File: src/rtl/video_pattern_pkg.sv
`default_nettype none
// ============================================================================
// Module   : video_pattern_pkg
// Shared types and constants for the video test-pattern generator.
// Revision : 1.0
// ============================================================================
package video_pattern_pkg;

  typedef enum logic [2:0] {
    PAT_SOLID      = 3'd0,
    PAT_BARS       = 3'd1,
    PAT_GRADIENT   = 3'd2,
    PAT_CHECKER    = 3'd3,
    PAT_MOVING_BAR = 3'd4
  } pattern_e;

  typedef struct packed {
    logic [7:0] red;
    logic [7:0] grn;
    logic [7:0] blu;
  } rgb_t;

  // Field order mirrors the 32-bit config word, MSB first.
  typedef struct packed {
    logic [7:0] blu;
    logic [7:0] grn;
    logic [7:0] red;
    logic [4:0] rsvd;
    logic [2:0] pattern;
  } cfg_t;

  localparam rgb_t RGB_WHITE = '{red: 8'hFF, grn: 8'hFF, blu: 8'hFF};
  localparam rgb_t RGB_BLACK = '{red: 8'h00, grn: 8'h00, blu: 8'h00};

  localparam rgb_t BAR_COLOURS [8] = '{
    '{8'hFF, 8'hFF, 8'hFF},
    '{8'hFF, 8'hFF, 8'h00},
    '{8'h00, 8'hFF, 8'hFF},
    '{8'h00, 8'hFF, 8'h00},
    '{8'hFF, 8'h00, 8'hFF},
    '{8'hFF, 8'h00, 8'h00},
    '{8'h00, 8'h00, 8'hFF},
    '{8'h00, 8'h00, 8'h00}
  };

  localparam cfg_t CFG_RESET = '{blu: 8'h00, grn: 8'h00, red: 8'h00,
                                 rsvd: 5'd0, pattern: PAT_BARS};

  function automatic int cnt_width(input int n);
    return (n > 1) ? $clog2(n) : 1;
  endfunction

endpackage
`default_nettype wire

File: src/rtl/video_raster_counter.sv
`default_nettype none
// ============================================================================
// Module   : video_raster_counter
// Raster position, colour-bar and frame counters with current/next views.
// Revision : 1.0
// ============================================================================
module video_raster_counter
  import video_pattern_pkg::*;
#(
  parameter int H_ACTIVE    = 640,
  parameter int V_ACTIVE    = 480,
  parameter int FRAME_CNT_W = 8
) (
  input  logic                          clk,
  input  logic                          rstn,
  input  logic                          i_advance,
  output logic [cnt_width(H_ACTIVE)-1:0] o_x,
  output logic [cnt_width(V_ACTIVE)-1:0] o_y,
  output logic [FRAME_CNT_W-1:0]        o_frame_cnt,
  output logic [cnt_width(H_ACTIVE)-1:0] o_x_nxt,
  output logic [cnt_width(V_ACTIVE)-1:0] o_y_nxt,
  output logic [2:0]                    o_bar_idx_nxt,
  output logic [FRAME_CNT_W-1:0]        o_frame_cnt_nxt
);

  localparam int X_W   = cnt_width(H_ACTIVE);
  localparam int Y_W   = cnt_width(V_ACTIVE);
  localparam int BAR_W = cnt_width(H_ACTIVE / 8);

  localparam logic [X_W-1:0]   X_LAST   = X_W'(H_ACTIVE - 1);
  localparam logic [Y_W-1:0]   Y_LAST   = Y_W'(V_ACTIVE - 1);
  localparam logic [BAR_W-1:0] BAR_LAST = BAR_W'(H_ACTIVE / 8 - 1);

  logic [X_W-1:0]         x_q, x_d;
  logic [Y_W-1:0]         y_q, y_d;
  logic [2:0]             bar_idx_q, bar_idx_d;
  logic [BAR_W-1:0]       bar_sub_q, bar_sub_d;
  logic [FRAME_CNT_W-1:0] frame_cnt_q, frame_cnt_d;

  // bar_sub divides x into eight equal bars without a divider.
  always_comb begin
    x_d         = x_q;
    y_d         = y_q;
    bar_idx_d   = bar_idx_q;
    bar_sub_d   = bar_sub_q;
    frame_cnt_d = frame_cnt_q;
    if (i_advance) begin
      if (x_q == X_LAST) begin
        x_d       = '0;
        bar_idx_d = '0;
        bar_sub_d = '0;
        if (y_q == Y_LAST) begin
          y_d         = '0;
          frame_cnt_d = frame_cnt_q + FRAME_CNT_W'(1);
        end else begin
          y_d = y_q + Y_W'(1);
        end
      end else begin
        x_d = x_q + X_W'(1);
        if (bar_sub_q == BAR_LAST) begin
          bar_sub_d = '0;
          bar_idx_d = bar_idx_q + 3'd1;
        end else begin
          bar_sub_d = bar_sub_q + BAR_W'(1);
        end
      end
    end
  end

  always_ff @(posedge clk or negedge rstn) begin
    if (!rstn) begin
      x_q         <= '0;
      y_q         <= '0;
      bar_idx_q   <= '0;
      bar_sub_q   <= '0;
      frame_cnt_q <= '0;
    end else begin
      x_q         <= x_d;
      y_q         <= y_d;
      bar_idx_q   <= bar_idx_d;
      bar_sub_q   <= bar_sub_d;
      frame_cnt_q <= frame_cnt_d;
    end
  end

  assign o_x             = x_q;
  assign o_y             = y_q;
  assign o_frame_cnt     = frame_cnt_q;
  assign o_x_nxt         = x_d;
  assign o_y_nxt         = y_d;
  assign o_bar_idx_nxt   = bar_idx_d;
  assign o_frame_cnt_nxt = frame_cnt_d;

endmodule
`default_nettype wire

File: src/rtl/video_pattern_gen.sv
`default_nettype none
// ============================================================================
// Module   : video_pattern_gen
// Valid/ready raster RGB test-pattern source with frame-aligned config.
// Optional white border overlay: define VIDEO_PATTERN_BORDER_EN.
// Revision : 1.0
// ============================================================================
module video_pattern_gen
  import video_pattern_pkg::*;
#(
  parameter int H_ACTIVE    = 640,
  parameter int V_ACTIVE    = 480,
  parameter int FRAME_CNT_W = 8
) (
  input  logic                   clk,
  input  logic                   rstn,
  input  logic                   i_cfg_valid,
  input  logic [31:0]            i_cfg_data,
  output logic                   o_rgb_valid,
  input  logic                   i_rgb_ready,
  output logic [7:0]             o_rgb_red,
  output logic [7:0]             o_rgb_grn,
  output logic [7:0]             o_rgb_blu,
  output logic                   o_sof,
  output logic                   o_eol,
  output logic [FRAME_CNT_W-1:0] o_frame_cnt
);

  localparam int X_W = cnt_width(H_ACTIVE);
  localparam int Y_W = cnt_width(V_ACTIVE);

  localparam logic [X_W-1:0] X_LAST = X_W'(H_ACTIVE - 1);
  localparam logic [Y_W-1:0] Y_LAST = Y_W'(V_ACTIVE - 1);

  logic [X_W-1:0]         cur_x, x_nxt;
  logic [Y_W-1:0]         cur_y, y_nxt;
  logic [2:0]             bar_idx_nxt;
  logic [FRAME_CNT_W-1:0] frame_cnt_nxt;

  logic xfer, load, frame_end;

  logic valid_q, valid_d;
  rgb_t rgb_q, rgb_d;
  logic sof_q, sof_d;
  logic eol_q, eol_d;
  cfg_t pending_q, pending_d;
  cfg_t active_q, active_d;
  logic pend_flag_q, pend_flag_d;

  rgb_t        pix;
  logic [15:0] x_ext, y_ext, f_ext;
  logic        unused_ext_bits;

  video_raster_counter #(
    .H_ACTIVE    (H_ACTIVE),
    .V_ACTIVE    (V_ACTIVE),
    .FRAME_CNT_W (FRAME_CNT_W)
  ) u_raster (
    .clk             (clk),
    .rstn            (rstn),
    .i_advance       (xfer),
    .o_x             (cur_x),
    .o_y             (cur_y),
    .o_frame_cnt     (o_frame_cnt),
    .o_x_nxt         (x_nxt),
    .o_y_nxt         (y_nxt),
    .o_bar_idx_nxt   (bar_idx_nxt),
    .o_frame_cnt_nxt (frame_cnt_nxt)
  );

  // Before the first valid cycle the output stage loads pixel (0,0) unconditionally.
  always_comb begin
    xfer      = valid_q & i_rgb_ready;
    load      = xfer | ~valid_q;
    frame_end = xfer && (cur_x == X_LAST) && (cur_y == Y_LAST);
  end

  always_comb begin
    pending_d   = pending_q;
    pend_flag_d = pend_flag_q;
    active_d    = active_q;
    if (i_cfg_valid) begin
      pending_d   = cfg_t'(i_cfg_data);
      pend_flag_d = 1'b1;
    end
    if (frame_end && pend_flag_d) begin
      active_d    = pending_d;
      pend_flag_d = 1'b0;
    end
  end

  assign x_ext           = 16'(x_nxt);
  assign y_ext           = 16'(y_nxt);
  assign f_ext           = 16'(frame_cnt_nxt);
  assign unused_ext_bits = ^{x_ext[15:10], y_ext[15:8], f_ext[15:8]};

  // Colour of the pixel that will be presented next, using the pattern in force for it.
  always_comb begin
    pix = RGB_BLACK;
    case (active_d.pattern)
      PAT_SOLID:      pix = '{red: active_d.red, grn: active_d.grn, blu: active_d.blu};
      PAT_BARS:       pix = BAR_COLOURS[bar_idx_nxt];
      PAT_GRADIENT:   pix = '{red: x_ext[7:0], grn: y_ext[7:0], blu: f_ext[7:0]};
      PAT_CHECKER:    pix = (x_ext[5] ^ y_ext[5]) ? RGB_WHITE : RGB_BLACK;
      PAT_MOVING_BAR: pix = (x_ext[9:3] == f_ext[6:0]) ? RGB_WHITE : RGB_BLACK;
      default:        pix = RGB_BLACK;
    endcase
`ifdef VIDEO_PATTERN_BORDER_EN
    if ((x_nxt == '0) || (x_nxt == X_LAST) || (y_nxt == '0) || (y_nxt == Y_LAST)) begin
      pix = RGB_WHITE;
    end
`endif
  end

  always_comb begin
    valid_d = 1'b1;
    rgb_d   = rgb_q;
    sof_d   = sof_q;
    eol_d   = eol_q;
    if (load) begin
      rgb_d = pix;
      sof_d = (x_nxt == '0) && (y_nxt == '0);
      eol_d = (x_nxt == X_LAST);
    end
  end

  always_ff @(posedge clk or negedge rstn) begin
    if (!rstn) begin
      valid_q     <= 1'b0;
      rgb_q       <= RGB_BLACK;
      sof_q       <= 1'b0;
      eol_q       <= 1'b0;
      pending_q   <= CFG_RESET;
      active_q    <= CFG_RESET;
      pend_flag_q <= 1'b0;
    end else begin
      valid_q     <= valid_d;
      rgb_q       <= rgb_d;
      sof_q       <= sof_d;
      eol_q       <= eol_d;
      pending_q   <= pending_d;
      active_q    <= active_d;
      pend_flag_q <= pend_flag_d;
    end
  end

  assign o_rgb_valid = valid_q;
  assign o_rgb_red   = rgb_q.red;
  assign o_rgb_grn   = rgb_q.grn;
  assign o_rgb_blu   = rgb_q.blu;
  assign o_sof       = sof_q;
  assign o_eol       = eol_q;

endmodule
`default_nettype wire

File: config.mk
export PLATFORM = sky130hd
export DESIGN_NAME = video_pattern_gen
export DESIGN_NICKNAME = d
export VERILOG_FILES = /design/src/rtl/video_pattern_pkg.sv /design/src/rtl/video_raster_counter.sv /design/src/rtl/video_pattern_gen.sv
export SDC_FILE = /design/constraint.sdc
export NUM_CORES = 1
export LEC_CHECK = 0
export ABC_AREA = 0
export BUFFER_PORTS_ARGS = -buffer_cell sky130_fd_sc_hd__buf_2
export CORE_MARGIN = 2
export CORE_UTILIZATION = 56
export DETAILED_ROUTE_END_ITERATION = 10
export PLACE_DENSITY = 0.84
export REMOVE_ABC_BUFFERS = 1
export SYNTH_ARGS = -nofsm -noshare
export SYNTH_HDL_FRONTEND = slang
export SYNTH_SLANG_ARGS = --single-unit
File: constraint.sdc
create_clock -name clk -period 8.9 [get_ports clk]
set_input_delay 1.335 -clock clk [delete_from_list [all_inputs] [get_ports clk]]
set_output_delay 1.335 -clock clk [all_outputs]
set_load 0.02 [all_outputs]
### After elaboration in Yosys (flattened, before gate mapping)

Memory sizes are Yosys's and may differ from the RTL's.
Index checks and enable logic that the tools add are counted.

* add/subtract/negate cells: 5
* multipliers: 0
* div/mod/pow operators: 0
* magnitude comparators: 1
* equal/unequal tests: 9
* shift operators: 0
* mux-type cells: 22
* bitwise gates (word level): 5
* reductions and logical operators: 7

Operators with widths (number)
* $pmux 24 s5: 1
* $mux 24: 4
* $mux 32: 2
* $mux 9: 3
* $mux 8: 3
* $eq 10x10->1 const B: 2
* $mux 10: 2
* $mux 7: 2
* $add 10x1->10 const B: 1
* $logic_not 10->1: 1
* $add 9x1->9 const B: 1
* $eq 9x9->1 const B: 1
* $logic_not 9->1: 1
* $mux 3: 3
* $add 8x1->8 const B: 1
* $add 7x1->7 const B: 1
* $eq 7x7->1: 1
* $eq 7x7->1 const B: 1
* $eq 3x2->1 const B: 2
* $ge 4x4->1 const B: 1
* $logic_and 1x1->1: 4
* $not 3->4: 1
* $add 3x1->3 const B: 1
* $eq 3x1->1 const B: 1
* other kinds (7): 8

* bits in registers: 129
* bits in latches: 0
* RAM bits: 0
* bits in read-only memories: 192
* input bits: 36
* output and inout bits: 35
* logic and storage cells: 72
* memories kept: 1

Memory list
* (name not given): depth 8, bits a word 24, rd ports 1, clocked after Yosys merged registers in 0, write ports 0, RTL line video_pattern_gen.sv:102 `PAT_BARS: pix = BAR_COLOURS[bar_idx_nxt];`

### Longest topological paths before layout

* depth in word-level cells: 9
* depth in mapped cells: 11
* gate-level depth less buffers: 9

### By module

Synthesis repeated with hierarchy kept, for this count alone.

* cells, all modules: 491
* area, all modules: 5569.1 µm²

Modules (own cells, without submodules)
* video_pattern_gen: instances 1, cells each 311, area each 3733.6 µm², seq. area each 2054.5 µm²
* video_raster_counter: instances 1, cells each 180, area each 1835.5 µm², seq. area each 925.9 µm²

### Worst setup path before layout

OpenSTA, ideal clock, no wires.

* kind: in2reg
* start point: in i_rgb_ready
* end point: reg rgb_q (netlist bit o_rgb_grn[1])
* setup time: 0.137 ns
* arrival time: 3.490 ns
* required time: 8.763 ns
* slack: 5.273 ns
* cell stages on the path: 9
* path buffers: 2
* cells stage by stage: and4_1 buf_4 nand4_4 nor3_1 buf_4 mux2_2 and2_1 a2111oi_0 a21oi_1

* longest elaborated chain between the ends: 7
* elaborated cells on any way between the ends: 24
* classes of those cells: 5 x eq/ne; 10 x mux; 4 x bitwise; 4 x reduce/logical; 1 x memory

RTL lines
* start: declaration: RTL line video_pattern_gen.sv:20 `input logic i_rgb_ready,`
* $and 1x1->1 (*): RTL line video_pattern_gen.sv:73 `xfer = valid_q & i_rgb_ready;`
* $mux 3 / $logic_and 1x1->1 (equally long branches): RTL line video_raster_counter.sv:47, video_pattern_gen.sv:75
* $not 3->4 (implied by the code) / $logic_and 1x1->1 (equally long branches): RTL line video_pattern_gen.sv:102, video_pattern_gen.sv:75
* $mem_v2 8x24 / $logic_and 1x1->1 (equally long branches)
* $mux 24 (implied by the code) / $mux 32 (equally long branches): RTL line video_pattern_gen.sv:102, video_pattern_gen.sv:86
* $mux 24 (implied by the code), or another cell as far along: RTL line video_pattern_gen.sv:102
* $pmux 24 s5: RTL line video_pattern_gen.sv:100 `case (active_d.pattern)`
* end signal: assignment: RTL line video_pattern_gen.sv:138 `rgb_q <= rgb_d;`
* end: declaration: RTL line video_pattern_gen.sv:43 `rgb_t rgb_q, rgb_d;`

Mark *: on every way between the ends. The rest lies on a longest branch, timed or not. The select of a mux whose other input is x is not followed.
A chain may end at the register's enable or synchronous reset.

### Final worst setup path

* start point: in i_rgb_ready
* end point: reg rgb_q (netlist bit o_rgb_red[3])

The elaborated chain is that of the path after synthesis.

==> out/summary.txt <==
Initial antenna violation count: 0
# DRC: 0
GRT overflow: 0
CP endpoint kind: flip-flop
Area of the multi-input gates: 2720 um2
Worst Path Buf+Inv: 2
Final instance area: 6930 um2
FF+latch area: 2980 um2
Cell Area, Placed: 6290 um2
Max transition margin: 18.0%
Max Slew Vio Count: 0
# diodes: 0
Final period utilization: 50.6%
Yosys Warn Count: 0
Hold buffers post-CTS: 0
Mean post-synth cell area: 10.2 um2
WS Path Type: primary input to flip-flop
Final ANT Viol Nets: 0
Vias after detailed routing: 5,075
Required @ worst endpoint: 9.31 ns
Final setup fails: 0
Max Fclk: 222 MHz
Placed insts: 753
Leak: 3.30 nW
Clk buf depth: 2
Top Family by Delay on Critical Path: simple AND/OR/NAND/NOR gates
Hold Vio Cnt, Final: 0
CTS Sinks: 119
Post-layout min period: 4.51 ns
Row count: 37
Slew @ Worst Pin: 1.23 ns
Predominant post-synthesis flop cell: dfrtp_1
Global-route usage over all layers: 28.0%
Setup bufs post-CTS: 0
Area growth from synthesis to layout: 18.5%
Reg clk slew, reported paths: 0.06 ns
RSZ-0062 raised after global routing: false
Critical Path AT: 4.92 ns
TNS Setup: 0 ns
Worst min-delay path category: flip-flop to flip-flop
Starting Density: 57.2%
Share of layout cells above drive strength 1: 24.0%
Largest net degree at the start of global routing: 73
Drt wl/cell: 19.5 um
Vias in the first global route: 5,067
Core area: 10,200 um2
Seq/Total Area, Yosys: 50.9%
Startpoint Class: primary input
Largest area contributor in the netlist: dfrtp_1
CTS tree: yes
TritonCTS buffer count: 17
Post-synth EDFFs: 0
Top-area cell type share of the netlist area: 50.0%
I/O pins: 71
Layout fillers: 756
Clock Latency Late Sink: 0.52 ns
Post_cts resized: 0
Die Span Y: 106 um
Worst clock skew: 0.00949 ns
Async set or reset register ratio after synthesis: 100%
Post-Syn Area: 5850 um2
Synth cell types: 55
GPL Wtd Cong: 0.959
Crit-path max cell delay: 1.01 ns
Max-cap violations: 0
Final WL: 15.3 mm
Pre-antenna DRT Iters: 6
DP HPWL: 9.63 mm
Cells after Synth: 574
Root buf cell: clkbuf_8
Non-filler cells, final: 785
Die footprint: 11,300 um2
H-tree levels: 4
Via density per instance: 6.46
Cell Pwr Density: 211 nW/um2
Run status: finished clean
Die X: 106 um
Final core occ: 67.8%
First-pass GRT wire length: 24.9 mm
Port bufs: 65
Peak supply drop: 137 uV
Critical Path, Cell by Cell: buf_2 > nand4_1 > nor3_1 > buf_4 > a31oi_1 > o21ai_0 > nor4b_1 > nand4_1 > a31oi_1
Initial DRC Count: 348
Number of synthesized register bits: 119
Final net count: 677
Critical Path Slowest Stage Cell: nand4_1
Max FO, Critical Path: 24
Synth top area cells: dfrtp_1 (50%), mux2_2 (7.7%), nand2_1 (5.0%)
## path summary, 6_finish.rpt
check,startpoint,end,slack [ns],depth (start not counted)
worst max-delay path,i_rgb_ready,o_rgb_red[3],4.39,9
worst min-delay path,active_q[17],active_q[17],0.47,2
worst max register to register,u_raster.o_x[0],o_rgb_red[3],4.66,9
worst min register to register,active_q[17],active_q[17],0.47,2
max in group asynchronous,rstn,o_rgb_red[2],6.76,2
min in group asynchronous,rstn,pending_q[19],0.81,1
## cells in the final DEF, fill, tap and decap left out, types with 6 or more instances in the layout
master,netlist,layout
mux2i_1,7,7
xor2_1,8,8
and2_1,6,6
a2111oi_0,13,13
inv_1,14,14
buf_4,2,7
mux2_2,40,40
nand2_1,78,78
and3_1,6,6
and4_1,6,6
a21oi_1,52,52
dfrtp_1,117,117
or2_2,7,7
nor3_1,17,16
nor4_1,9,9
a221oi_1,8,8
clkbuf_16,0,16
nor2_1,32,32
nand4_1,11,11
o21ai_0,19,19
buf_2,6,64
a31oi_1,14,13
xnor2_1,10,10
nand3_1,18,18
## registers in the layout (all words and copies together) (netlist names)
signal,cells
u_raster.o_x,10
u_raster.bar_idx_q,3
o_rgb_red,8
pend_flag_q,1
o_rgb_valid,1
active_q,27
u_raster.o_frame_cnt,8
o_rgb_blu,8
o_sof,1
u_raster.bar_sub_q,7
o_eol,1
u_raster.o_y,9
pending_q,27
o_rgb_grn,8
## final cells by class
class                           count  share of cell area (%)
Timing Repair Buffer               71                    5.38
Multi-Input combinational cell    413                    39.2
Clock buffer                       25                    6.84
Sequential cell                   119                    43.0
Inverter                           14                   0.758
Clock inverter                      7                    2.38
Tap cell                          136                    2.45
## layer usage
layer / wire length [um] / track usage (%) / up-vias / share of wire (%)
met5: 0 / 0 / - / 0
met4: 418 / 11.4 / 0 / 2.7
met3: 1210 / 5.82 / 59 / 7.9
met2: 7590 / 47.0 / 300 / 49
met1: 6120 / 35.5 / 2498 / 40
li1: - / - / 2218 / -
## cell families after synthesis
family | after synthesis | synth area share [%]
DFF | 119 | 50.9
other | 1 | 0.0641
muxes | 47 | 8.90
and+or+nand+nor | 213 | 18.8
xor gates and xnor gates | 20 | 3.46
adders and majority gates | 5 | 1.07
buffers and inverters | 42 | 2.95
AOI/OAI and AO/OA | 127 | 13.9
## per-stage QoR
step / power (mW) / setup WS, ns / hold slack (ns)
floorplan: 0.672 / 3.32 / 0.430
global placement: 0.711 / 4.29 / 0.445
detailed placement: 0.720 / 4.12 / 0.451
CTS: 1.45 / 4.52 / 0.474
global route: 1.50 / 4.27 / 0.501
finish: 1.46 / 4.39 / 0.472
## power breakdown
part	leakage, nW	internal [mW]	switching (mW)
Combinational	1.43	0.0449	0.0707
Sequential	1.56	0.572	0.0257
Clock	0.303	0.506	0.240
Total	3.30	1.12	0.337
## cell usage after synthesis, types with 3 or more instances
master       n
a21oi_1     52
nor2_1      32
a31oi_1     14
a2111oi_0   13
clkbuf_1    18
o21ai_0     19
buf_2        6
nand3_1     18
dfrtp_1    117
nand4_1     11
mux2_2      40
or2_2        7
xnor2_1     10
ha_1         5
nor3b_1      5
or3_1        3
nor2b_1      3
o21a_1       3
and4_1       6
nand2_1     78
xor2_1       8
inv_1       14
nor4_1       9
mux2i_1      7
a221oi_1     8
and3_1       6
nor3_1      17
and2_1       6
## worst register-to-register path: cells and delay by family (launching register included)
kind / cells / cell delay [ns]
and+or+nand+nor: 4 / 2.21
AOI/OAI and AO/OA: 3 / 0.92
DFF: 1 / 0.46
buffers and inverters: 1 / 0.29
adders and majority gates: 1 / 0.26
Power figures use the tool's default switching activity.
